===== config.mk =====
export PLATFORM = sky130hd
export DESIGN_NAME = wave_density_streamer_flat
export DESIGN_NICKNAME = d
export VERILOG_FILES = /design/src/rtl/wave_density_streamer_if.sv /design/src/rtl/wave_density_streamer.sv /design/src/flat_wrapper.sv
export SDC_FILE = /design/constraint.sdc
export NUM_CORES = 2
export LEC_CHECK = 0
export BUFFER_PORTS_ARGS = -buffer_cell sky130_fd_sc_hd__buf_2
export CELL_PAD_IN_SITES_DETAIL_PLACEMENT = 1
export CELL_PAD_IN_SITES_GLOBAL_PLACEMENT = 2
export CORE_AREA = 2 2 298 271
export CTS_CLUSTER_DIAMETER = 150
export DETAILED_ROUTE_END_ITERATION = 8
export DIE_AREA = 0 0 300 273
export GPL_ROUTABILITY_DRIVEN = 0
export PLACE_DENSITY_LB_ADDON = 0.25
export SETUP_SLACK_MARGIN = 0.2
export SLEW_MARGIN = 20
export SYNTH_ARGS = -nofsm -noshare
export SYNTH_HDL_FRONTEND = slang
export SYNTH_SLANG_ARGS = --single-unit

===== constraint.sdc =====
create_clock -name clk -period 4.3 [get_ports clk]
set_input_delay 0.215 -clock clk [delete_from_list [all_inputs] [get_ports clk]]
set_output_delay 0.215 -clock clk [all_outputs]
set_load 0.01 [all_outputs]

===== src/rtl/wave_density_streamer_if.sv =====
// wave_density_streamer_if: site-memory read port plus 8-bit pixel stream
interface wave_density_streamer_if #(parameter int ADDR_W = 10);
  logic              mem_rd_en;
  logic [ADDR_W-1:0] mem_rd_addr;
  logic [31:0]       mem_rd_data;
  logic              m_valid;
  logic              m_ready;
  logic [7:0]        m_pixel;
  logic              m_sof;
  logic              m_eol;
  modport master (output mem_rd_en, mem_rd_addr, m_valid, m_pixel, m_sof, m_eol,
                  input mem_rd_data, m_ready);
  modport slave  (input mem_rd_en, mem_rd_addr, m_valid, m_pixel, m_sof, m_eol,
                  output mem_rd_data, m_ready);
endinterface


===== src/rtl/wave_density_streamer.sv =====
// wave_density_streamer: raster-scans the wavefunction memory, streams |psi|^2 pixels, totals frame norm
module wave_density_streamer #(
  parameter int MESH_X     = 32,
  parameter int MESH_Y     = 32,
  parameter int ADDR_W     = 10,
  parameter int PIX_SHIFT  = 8,
  parameter int ACC_W      = 48,
  parameter int FIFO_DEPTH = 4
) (
  input  logic                      clk,
  input  logic                      rst_n,
  input  logic                      start,
  output logic                      busy,
  output logic                      done,
  wave_density_streamer_if.master   io,
  output logic [ACC_W-1:0]          norm_sum,
  output logic                      norm_valid
);
  localparam int N  = MESH_X * MESH_Y;
  localparam int PW = $clog2(FIFO_DEPTH);
  localparam int XW = $clog2(MESH_X);
  typedef enum logic [1:0] {IDLE, SCAN, DRAIN} state_t;
  state_t            state;
  logic [ADDR_W-1:0] addr;
  logic [XW-1:0]     x;
  logic              v0, v1;
  logic [2:0]        t0, t1;
  logic [31:0]       re2, im2, sum, shifted;
  logic signed [31:0] re, im;
  logic [7:0]        pix;
  logic [PW:0]       count;
  logic [PW-1:0]     wp, rp;
  logic [10:0]       fifo [FIFO_DEPTH];
  logic [10:0]       head;
  logic [ACC_W-1:0]  acc, norm_q;
  logic [ACC_W:0]    acc_add;
  logic              issue, push, pop;
  // credit: buffered pixels plus reads still in the two-stage pipe must leave room
  always_comb begin
    issue   = state == SCAN &&
              ({1'b0, count} + (PW+2)'(v0) + (PW+2)'(v1)) < (PW+2)'(FIFO_DEPTH);
    re      = {{16{io.mem_rd_data[31]}}, io.mem_rd_data[31:16]};
    im      = {{16{io.mem_rd_data[15]}}, io.mem_rd_data[15:0]};
    sum     = re2 + im2;
    shifted = sum >> PIX_SHIFT;
    pix     = |shifted[31:8] ? 8'hFF : shifted[7:0];
    acc_add = {1'b0, acc} + {{(ACC_W+1-32){1'b0}}, sum};
    push    = v1;
    head    = fifo[rp];
    io.m_valid     = count != '0;
    io.m_pixel     = head[7:0];
    io.m_sof       = head[8];
    io.m_eol       = head[9];
    io.mem_rd_en   = issue;
    io.mem_rd_addr = addr;
    pop        = io.m_valid & io.m_ready;
    done       = pop & head[10];
    norm_valid = done;
    norm_sum   = done ? acc : norm_q;
    busy       = state != IDLE;
  end
  always_ff @(posedge clk or negedge rst_n)
    if (!rst_n) begin
      state  <= IDLE;
      addr   <= '0;
      x      <= '0;
      v0     <= 1'b0;
      v1     <= 1'b0;
      t0     <= '0;
      t1     <= '0;
      re2    <= '0;
      im2    <= '0;
      count  <= '0;
      wp     <= '0;
      rp     <= '0;
      acc    <= '0;
      norm_q <= '0;
      for (int i = 0; i < FIFO_DEPTH; i++) fifo[i] <= '0;
    end else begin
      v0  <= issue;
      v1  <= v0;
      t0  <= {addr == ADDR_W'(N-1), x == XW'(MESH_X-1), addr == '0};
      t1  <= t0;
      re2 <= re * re;
      im2 <= im * im;
      if (push) begin
        fifo[wp] <= {t1, pix};
        wp       <= wp + 1'b1;
        acc      <= acc_add[ACC_W] ? '1 : acc_add[ACC_W-1:0];
      end
      if (pop) rp <= rp + 1'b1;
      count <= count + (PW+1)'(push) - (PW+1)'(pop);
      if (state == IDLE && start) begin
        state <= SCAN;
        addr  <= '0;
        x     <= '0;
        acc   <= '0;
      end
      if (issue) begin
        addr <= addr + 1'b1;
        x    <= x == XW'(MESH_X-1) ? '0 : x + 1'b1;
        if (addr == ADDR_W'(N-1)) state <= DRAIN;
      end
      if (done) begin
        state  <= IDLE;
        norm_q <= acc;
      end
    end
endmodule


===== src/flat_wrapper.sv =====
// flat-port wrapper written by rule: the top's interface ports become plain ports
module wave_density_streamer_flat 
#(
  parameter int MESH_X     = 32,
  parameter int MESH_Y     = 32,
  parameter int ADDR_W     = 10,
  parameter int PIX_SHIFT  = 8,
  parameter int ACC_W      = 48,
  parameter int FIFO_DEPTH = 4
)
  (clk, rst_n, start, busy, done, norm_sum, norm_valid, io_mem_rd_en, io_mem_rd_addr, io_m_valid, io_m_pixel, io_m_sof, io_m_eol, io_mem_rd_data, io_m_ready);
  wave_density_streamer_if #(.ADDR_W(ADDR_W)) io_i ();
  input  logic clk;
  input  logic rst_n;
  input  logic start;
  output logic busy;
  output logic done;
  output logic [ACC_W-1:0] norm_sum;
  output logic norm_valid;
  output wire logic [$bits(io_i.mem_rd_en)-1:0] io_mem_rd_en;
  output wire logic [$bits(io_i.mem_rd_addr)-1:0] io_mem_rd_addr;
  output wire logic [$bits(io_i.m_valid)-1:0] io_m_valid;
  output wire logic [$bits(io_i.m_pixel)-1:0] io_m_pixel;
  output wire logic [$bits(io_i.m_sof)-1:0] io_m_sof;
  output wire logic [$bits(io_i.m_eol)-1:0] io_m_eol;
  input wire logic [$bits(io_i.mem_rd_data)-1:0] io_mem_rd_data;
  input wire logic [$bits(io_i.m_ready)-1:0] io_m_ready;
  assign io_mem_rd_en = io_i.mem_rd_en;
  assign io_mem_rd_addr = io_i.mem_rd_addr;
  assign io_m_valid = io_i.m_valid;
  assign io_m_pixel = io_i.m_pixel;
  assign io_m_sof = io_i.m_sof;
  assign io_m_eol = io_i.m_eol;
  assign io_i.mem_rd_data = io_mem_rd_data;
  assign io_i.m_ready = io_m_ready;
  wave_density_streamer #(.MESH_X(MESH_X), .MESH_Y(MESH_Y), .ADDR_W(ADDR_W), .PIX_SHIFT(PIX_SHIFT), .ACC_W(ACC_W), .FIFO_DEPTH(FIFO_DEPTH)) u_core (.clk(clk), .rst_n(rst_n), .start(start), .busy(busy), .done(done), .io(io_i), .norm_sum(norm_sum), .norm_valid(norm_valid));
endmodule

==> results.sh <==
export IMPL_drc=0
export IMPL_final_area_mm2=0.0396
export IMPL_grt_ovfl_total=0
export IMPL_setup_violations=88
export IMPL_port_buffers=108
export IMPL_path_common_cell="fa_1"
export IMPL_cts_buffers=28
export IMPL_initial_core_util_pct=37.8
export IMPL_fin_skew_ps=24.1
export IMPL_required_ps=4770
export IMPL_fin_setup_tns_ps=-41470
export IMPL_layout_drive_gt1_share_pct=30.6
export IMPL_cp_max_fo=4
export IMPL_core_area_mm2=0.0787
export IMPL_drv_slew=0
export IMPL_crit_buf_inv=7
export IMPL_htreeDepth=1
export IMPL_grt_max_degree=99
export IMPL_multi_input_area_mm2=0.0231
export IMPL_die_area_mm2=0.0819
export IMPL_cts_root_buf="clkbuf_16"
export IMPL_tightest_slew_ps=1050
export IMPL_io_pins=109
export IMPL_cts_tree="yes"
export IMPL_track_usage_pct=21.6
export IMPL_area_growth_pct=33.3
export IMPL_syn_inst=3175
export IMPL_antenna_found_initial=1
export IMPL_ys_ff_latch=234
export IMPL_mostFrequentLayoutCells="inv_1, buf_4, fa_1"
export IMPL_cts_buffer_depth=3
export IMPL_grt_pass1_vias=28000
export IMPL_synth_edf_count=0
export IMPL_dp_cells=4745
export IMPL_diodes=0
export IMPL_place_ws_ps=-1910
export IMPL_dr_first_iter_drc_count=820
export IMPL_cp_start_kind="input pin"
export IMPL_wire_per_inst_um=17.9
export IMPL_slowest_stage="fa_1"
export IMPL_drtPass1Iterations=5
export IMPL_crit_arrival_ps=6000
export IMPL_regArea_mm2=0.00586
export IMPL_fp_dieW_um=300
export IMPL_insertion_delay_ps=580
export IMPL_avgViaCountPerCell=4.90
export IMPL_final_hold_viol_count=0
export IMPL_rsz0062_at_grt="true"
export IMPL_synth_distinct_cells=76
export IMPL_crit_path_end_kind="register"
export IMPL_via_count=24000
export IMPL_fillers=8878
export IMPL_finalCriticalPeriod_ps=5540
export IMPL_hpwl_um=70400
export IMPL_ant_nets=0
export IMPL_slew_headroom_pct=30.3
export IMPL_ys_seq_area_share_pct=19.7
export IMPL_clk_pin_slew_worst_paths_ps=60
export IMPL_setup_ws_ps=-1240
export IMPL_fp_row_count=98
export IMPL_routed_wl_um=87700
export IMPL_hp_class="input pin to register"
export IMPL_async_flop_share_pct=100
export IMPL_instances_no_fill=4903
export IMPL_final_common_cell="inv_1"
export IMPL_ys_warn_count=0
export IMPL_max_freq_mhz=181
export IMPL_cts_sinks=234
export IMPL_fin_crit_sh_pct=129
export IMPL_violations="negative setup slack"
export IMPL_syn_cell_area_mm2=0.0297
export IMPL_synth_ff_type="dfrtp_1"
export IMPL_cp_slowest_stage_delay_ps=550
export IMPL_outcome="complete, but fails checks"
export IMPL_die_h_um=273
export IMPL_placed_area_mm2=0.0358
export IMPL_critPathKind="input pin to register"
export IMPL_avgSynthCellArea_um2=9.37
export IMPL_max_cap_viol_count=0
export IMPL_crit_family="adder cells"
export IMPL_nets=4592
export IMPL_synth_fp_nets=3936
export IMPL_grt_pass1_wl_um=144000
[stage by stage]
stage,hold slack (ps),utilization [%]
after floorplan,-80.6,-
after global placement,303,45.5
after detailed placement,317,45.5
after CTS,40.0,49.0
after global routing,58.1,50.4
final,66.3,50.4
[final timing paths]
check,startpoint,endpoint,slack [ps],cells past startpoint
worst max-delay path,io_mem_rd_data[5],u_core.im2[29],-1240,25
worst min-delay path,io_mem_rd_data[16],u_core.re2[0],70,2
worst max register to register,u_core.im2[2],u_core.acc[35],-490,22
worst min register to register,u_core.v0,u_core.push,380,0
max in group asynchronous,rst_n,u_core.re2[30],3010,3
min in group asynchronous,rst_n,u_core.fifo[41],280,2
[cells by family (layout without fill, tap and decap cells)]
logic type	Yosys count	count (layout)	synth area share [%]
AO/OA/AOI/OAI	478	479	10.3
flip-flops	234	234	19.7
multiplexers	27	27	1.43
buffers and inverters	799	1476	10.2
adder cells (fa/ha/maj)	725	725	42.4
XOR/XNOR	153	153	4.50
AND/OR/NAND/NOR	759	759	11.6
[cell usage after synthesis (7+ instances only)]
cell / instances / area, um2
inv_1: 699 / 2620
fa_1: 471 / 9430
nand2_1: 348 / 1310
ha_1: 254 / 3180
dfrtp_1: 234 / 5860
nor2_1: 172 / 646
a21oi_1: 119 / 596
xnor2_1: 106 / 928
o21ai_0: 98 / 490
clkbuf_1: 85 / 319
and2_1: 82 / 513
a31oi_1: 72 / 450
a21o_1: 64 / 480
xor2_1: 47 / 412
nand3_1: 37 / 185
nor3_1: 24 / 120
o21bai_1: 20 / 150
o21a_1: 18 / 135
and3_1: 16 / 100
nand2b_1: 16 / 100
a211oi_1: 13 / 97.6
mux2_2: 13 / 146
nor2b_1: 13 / 81.3
mux4_2: 11 / 248
a31o_2: 10 / 87.6
buf_1: 9 / 33.8
nand4_1: 9 / 56.3
or3_1: 9 / 56.3
o211ai_1: 7 / 52.6
[final cells by class]
class	count	area share, %
multi-input combinational	2143	58.4
clock buffer	42	2.03
timing repair buffer	724	14.4
sequential	234	14.8
inverter	699	6.69
tap	1050	3.31
timing repair inverter	1	0.0410
clock inverter	10	0.366
[repair_timing]
action                     CTS  global route
pin swaps                  184           127
setup endpoints to repair   92            93
hold buffers                 1             0
buffers inserted            70            33
gates resized for setup    276           170
hold endpoints to repair    95             0
gates cloned                 1             1
[registers in the layout, indices dropped and copies added, names as in the netlist]
| name | flops |
|---|---|
| u_core.x | 5 |
| u_core.count | 3 |
| u_core.state | 2 |
| u_core.v0 | 1 |
| u_core.im2 | 31 |
| u_core.fifo | 44 |
| u_core.io.mem_rd_addr | 10 |
| u_core.norm_q | 48 |
| u_core.rp | 2 |
| u_core.t1 | 3 |
| u_core.wp | 2 |
| u_core.re2 | 31 |
| u_core.push | 1 |
| u_core.t0 | 3 |
| u_core.acc | 48 |
[layer usage]
metal,GRT usage (%),wire (um),vias to the layer above
met5,0,0,-
met4,4.28,1800,0
met3,1.43,1730,113
met2,41.2,47300,237
met1,26.8,36800,12400
li1,-,-,11200
Power is not shown: default switching activity piles up to over one toggle a cycle in this logic, so the estimate is an artifact.
